===== src/rtl/vram_arbiter.sv =====
// Shares one synchronous-read video RAM between display scanout and a CPU port.
// Even visible pixels own the RAM; every other cycle is offered to the CPU FSM.
module vram_arbiter #(
    parameter int H_DISPLAY = 160,
    parameter int V_DISPLAY = 120,
    parameter int ADDR_W    = 14,
    parameter int FB_BYTES  = H_DISPLAY * V_DISPLAY / 2
) (
    input  logic              clk,
    input  logic              reset,
    input  logic [7:0]        hpos,
    input  logic [6:0]        vpos,
    input  logic              display_on,
    input  logic              cpu_req,
    input  logic              cpu_we,
    input  logic [ADDR_W-1:0] cpu_addr,
    input  logic [7:0]        cpu_wdata,
    output logic              cpu_ack,
    output logic [7:0]        cpu_rdata,
    output logic [ADDR_W-1:0] mem_addr,
    output logic              mem_we,
    output logic [7:0]        mem_wdata,
    input  logic [7:0]        mem_rdata,
    output logic [3:0]        pixel,
    output logic              pixel_valid
);

    // state  | meaning
    // IDLE   | waiting for cpu_req in a CPU slot; grant drives the RAM this cycle
    // ISSUED | RAM read data of the granted access is on mem_rdata
    // ACK    | cpu_ack high for one cycle, no grant possible
    typedef enum logic [1:0] {IDLE, ISSUED, ACK} state_t;

    localparam logic [ADDR_W-1:0] ROW_BYTES = ADDR_W'(H_DISPLAY / 2);
    localparam logic [ADDR_W:0]   FB_LIMIT  = (ADDR_W + 1)'(FB_BYTES);

    state_t            state_q;
    logic              we_q;
    logic              range_q;
    logic              cpu_ack_q;
    logic [7:0]        cpu_rdata_q;

    logic              rd_q;
    logic              hi_q;
    logic [3:0]        hold_q;
    logic              dv1_q;
    logic              dv2_q;
    logic [3:0]        pixel_q;
    logic [3:0]        pixel_d;

    logic              scan_slot;
    logic              in_range;
    logic              grant;
    logic [ADDR_W-1:0] scan_addr;

    assign scan_slot = display_on & ~hpos[0];
    assign in_range  = ({1'b0, cpu_addr} < FB_LIMIT);
    assign grant     = (state_q == IDLE) & cpu_req & ~scan_slot;
    assign scan_addr = ADDR_W'(vpos) * ROW_BYTES + ADDR_W'(hpos[7:1]);

    // Scanout has absolute priority; an out-of-range grant leaves the RAM idle.
    always_comb begin
        mem_addr  = '0;
        mem_we    = 1'b0;
        mem_wdata = '0;
        if (scan_slot) begin
            mem_addr = scan_addr;
        end else if (grant && in_range) begin
            mem_addr  = cpu_addr;
            mem_we    = cpu_we & reset;
            mem_wdata = cpu_wdata;
        end
    end

    always_ff @(posedge clk or negedge reset) begin
        if (!reset) begin
            state_q     <= IDLE;
            we_q        <= 1'b0;
            range_q     <= 1'b0;
            cpu_ack_q   <= 1'b0;
            cpu_rdata_q <= '0;
        end else begin
            cpu_ack_q <= 1'b0;
            case (state_q)
                IDLE: begin
                    if (grant) begin
                        we_q    <= cpu_we;
                        range_q <= in_range;
                        state_q <= ISSUED;
                    end
                end
                ISSUED: begin
                    cpu_rdata_q <= (we_q || !range_q) ? 8'h00 : mem_rdata;
                    cpu_ack_q   <= 1'b1;
                    state_q     <= ACK;
                end
                ACK:     state_q <= IDLE;
                default: state_q <= IDLE;
            endcase
        end
    end

    // Low nibble goes out the cycle after capture, high nibble the cycle after that.
    always_comb begin
        pixel_d = 4'h0;
        if (dv1_q) begin
            if (rd_q)
                pixel_d = mem_rdata[3:0];
            else if (hi_q)
                pixel_d = hold_q;
        end
    end

    always_ff @(posedge clk or negedge reset) begin
        if (!reset) begin
            rd_q    <= 1'b0;
            hi_q    <= 1'b0;
            hold_q  <= '0;
            dv1_q   <= 1'b0;
            dv2_q   <= 1'b0;
            pixel_q <= '0;
        end else begin
            rd_q    <= scan_slot;
            hi_q    <= rd_q;
            if (rd_q)
                hold_q <= mem_rdata[7:4];
            dv1_q   <= display_on;
            dv2_q   <= dv1_q;
            pixel_q <= pixel_d;
        end
    end

    assign cpu_ack     = cpu_ack_q;
    assign cpu_rdata   = cpu_rdata_q;
    assign pixel       = pixel_q;
    assign pixel_valid = dv2_q;

endmodule


===== config.mk =====
export PLATFORM = sky130hd
export DESIGN_NAME = vram_arbiter
export DESIGN_NICKNAME = d
export VERILOG_FILES = /design/src/rtl/vram_arbiter.sv
export SDC_FILE = /design/constraint.sdc
export NUM_CORES = 1
export LEC_CHECK = 0
export ABC_AREA = 1
export CAP_MARGIN = 40
export CORE_AREA = 3 3 57 98
export CTS_CLUSTER_DIAMETER = 30
export CTS_CLUSTER_SIZE = 20
export DETAILED_ROUTE_END_ITERATION = 12
export DIE_AREA = 0 0 60 101
export GPL_ROUTABILITY_DRIVEN = 0
export GPL_TIMING_DRIVEN = 0
export HOLD_SLACK_MARGIN = 0.03
export MAX_ROUTING_LAYER = met4
export PLACE_DENSITY = 0.84
export SLEW_MARGIN = 20
export SYNTH_ARGS = -nofsm -noshare
export SYNTH_HDL_FRONTEND = slang
export SYNTH_SLANG_ARGS = --single-unit

===== constraint.sdc =====
create_clock -name clk -period 4.1 [get_ports clk]
set_input_delay 1.23 -clock clk [delete_from_list [all_inputs] [get_ports clk]]
set_output_delay 1.23 -clock clk [all_outputs]
set_load 0.02 [all_outputs]

==> metrics.csv <==
stage,metric,value,unit
floorplanning,die_area,6060,sq um
final_layout,final_util,59.6,%
route,viasPerCell,4.95,
grt,grt_pass1_wl,7930,um
sta,worstMarginPinSlew,575,ps
clocking,path_clk_slew,80,ps
worst_setup_path,worst_path_max_delay_cell,fa_2,
logic_synthesis,syn-num-nets,307,
min_path,hold_class,register to register,
worst_setup_path,path_buf_inv,4,
final_layout,area_growth,70.4,%
worst_setup_path,critPathMaxFanout,3,
worst_setup_path,critical_path_class,input port to output pin,
worst_setup_path,slowest_delay,400,ps
final_layout,final_nets,408,
run,max_cap_violations,0,
sta,clock.fmax,232,MHz
floorplanning,start_util,35.0,%
sta,clock_skew,1.01,ps
route,drcViolationCount,0,
sta,setup_violations,4,
clocking,h-tree-depth,1,
logic_synthesis,ys_types,24,
clocking,clockBufferDepth,2,
worst_setup_path,start_kind,input port,
logic_synthesis,yosysWarnings,0,
sta,rsz0062_at_grt,true,
run_status,violations,negative setup slack,
logic_synthesis,syn_area,1730,sq um
floorplanning,die_w,60,um
final_layout,seq_area,626,sq um
grt,grt_max_degree,15,
floorplanning,die_height,101,um
logic_synthesis,syn_avg_cell_area,7.13,sq um
route,drt-wirelength-per-cell,13.3,um
power,power_density,284,nW/um^2
power,ir_drop,284,uV
run_status,status,"complete, but fails checks",
sta,holdWs,383,ps
floorplanning,core,4930,sq um
grt,grt_remaining_overflow,0,
clocking,tritoncts,yes,
route,drtAntennaViolNets,0,
clocking,ctsRootBufferMaster,clkbuf_8,
worst_setup_path,cp.required,2870,ps
clocking,cts_hold_buf,0,
final_layout,multiInputGateArea,1140,sq um
floorplanning,row_count,34,
clocking,cts_sinks,25,
clocking,insertion_delay,260,ps
sta,slew_viol_final,0,
logic_synthesis,synth_cells,242,
route,drt_iter0_markers,71,
route,first_pass_iters,6,
worst_setup_path,arrival,3090,ps
floorplanning,ios,87,
grt,grt_antenna_before_repair,0,
grt,grt_pass1_vias,1896,
worst_setup_path,cp-end-kind,output pin,
sta,finalHoldViolCount,0,
sta,setup_ws,-217,ps
worst_setup_path,path_cells,buf_8 -> ha_4 -> ha_4 -> inv_2 -> fa_2 -> inv_2 -> nand3_1 -> nand3_1 -> nand2_2 -> nand2_2 -> nor2_2 -> nor2_1 -> o21ai_2 -> nand2_1 -> buf_6,
route,drt_wl_total,5270,um
route,vias,1959,
placement,hpwl,4010,um
sta,setup_tns,-734,ps
final_layout,drive_gt1_share,27.5,%
clocking,cts_inserted_buffers,3,
final_layout,fillers,426,
sta,fin_crit_sh,105,%
worst_setup_path,path_delay_family,adder cells,
final_layout,n_antenna_cell,0,
logic_synthesis,synth-seq-cells,25,
grt,grt.total_usage,17.3,%
placement,portBuffers,86,
sta,finalCriticalPeriod,4320,ps
power,leakagePower,1.46,nW
logic_synthesis,yosysSeqAreaShare,36.2,%
sta,max_slew_margin,61.6,%
synth_stat cells:
master / number / area [sq um]
o21ai_0: 32 / 160
xnor2_1: 1 / 8.76
a21oi_1: 14 / 70.1
dfrtp_1: 25 / 626
inv_1: 44 / 165
nor2_1: 20 / 75.1
nand2_1: 58 / 218
nand2_2: 1 / 6.26
nor3_1: 1 / 5.00
fa_1: 2 / 40.0
nand4_1: 1 / 6.26
nand3_2: 1 / 10.0
clkbuf_8: 1 / 13.8
nor2_2: 1 / 6.26
nor3b_1: 1 / 7.51
nand3b_1: 1 / 7.51
nand3_4: 1 / 17.5
o22ai_1: 2 / 12.5
nand3_1: 16 / 80.1
clkbuf_1: 2 / 7.51
ha_1: 13 / 163
buf_4: 1 / 7.51
inv_2: 2 / 7.51
or2_2: 1 / 6.26
path summary, 6_finish.rpt:
| kind | startpoint | end | slack (ps) | depth (start not counted) |
|---|---|---|---|---|
| worst min register to register | dv1_q | pixel_valid | 380 | 0 |
| worst max-delay path | vpos[1] | mem_addr[11] | -220 | 15 |
| worst min-delay path | dv1_q | pixel_valid | 380 | 0 |
| worst max register to register | state_q[1] | cpu_rdata[5] | 2800 | 4 |
| max in group asynchronous | reset | cpu_ack | 2550 | 2 |
| min in group asynchronous | reset | pixel[1] | 1060 | 1 |
worst register-to-register path, stage by stage (launching register included):
cell and delay [ps]:
dfrtp_1 400, clkbuf_1 200, nor2_1 170, nand3_1 210
o21ai_0 230
stage by stage:
stage / setup slack (ps) / instance area [sq um] / power [mW] / cells
floorplan: 8.90 / 1740 / 0.476 / 242
global placement: -1170 / 2670 / 0.633 / 382
detailed placement: -1220 / 2680 / 0.644 / 383
CTS: -205 / 2860 / 0.808 / 389
global route: -282 / 2940 / 0.891 / 396
finish: -217 / 2940 / 0.835 / 396
repair_timing:
item,in CTS,in global routing
setup endpoints to repair,23,23
setup buffers,2,7
pin swaps,12,17
gates resized for setup,116,58
gates cloned,0,0
cell families after synthesis:
kind of cell	count (synthesis)	synth area share (%)
AND/OR/NAND/NOR	103	25.8
flip-flops	25	36.2
XOR/XNOR	1	0.507
AO/OA/AOI/OAI	48	14.1
buffers and inverters	50	11.7
adder cells (fa/ha/maj)	15	11.7
layout by cell type, fill, tap and decap left out, types with 4 or more instances in the layout:
master and n:
nor2_1 16, inv_1 39, dfrtp_1 25, a21oi_1 9, nand3_2 5, nand2_1 50
buf_2 4, clkdlybuf4s50_1 53, o21ai_0 28, clkbuf_2 16, buf_4 12, a21oi_2 4
inv_2 6, clkbuf_8 4, nand3_1 12, nand2_2 9, buf_6 4, ha_4 8
state kept, by name, summed over array words and instances (netlist names):
name,count
we_q,1
state_q,2
rd_q,1
cpu_ack,1
dv1_q,1
hi_q,1
hold_q,4
range_q,1
pixel,4
pixel_valid,1
cpu_rdata,8
cell type report:
cell class / count / share of cell area, %
Multi-Input combinational cell: 167 / 38.9
Timing Repair Buffer: 96 / 29.1
Sequential cell: 25 / 21.3
Inverter: 46 / 5.95
Tap cell: 54 / 2.30
Clock buffer: 4 / 1.53
Buffer: 4 / 0.978
report_power, final:
group / leakage [nW] / internal, mW / switching (mW)
logic: 1.11 / 0.187 / 0.213
clock network: 0.0228 / 0.0693 / 0.0694
registers: 0.323 / 0.281 / 0.0161
layer usage:
layer	GRT usage [%]	vias up	routed length, um
li1	-	973	-
met1	16.4	888	1810
met2	32.5	88	3030
met3	1.92	10	303
met4	8.70	0	125
met5	-	-	0
Power figures use the tool's default switching activity.
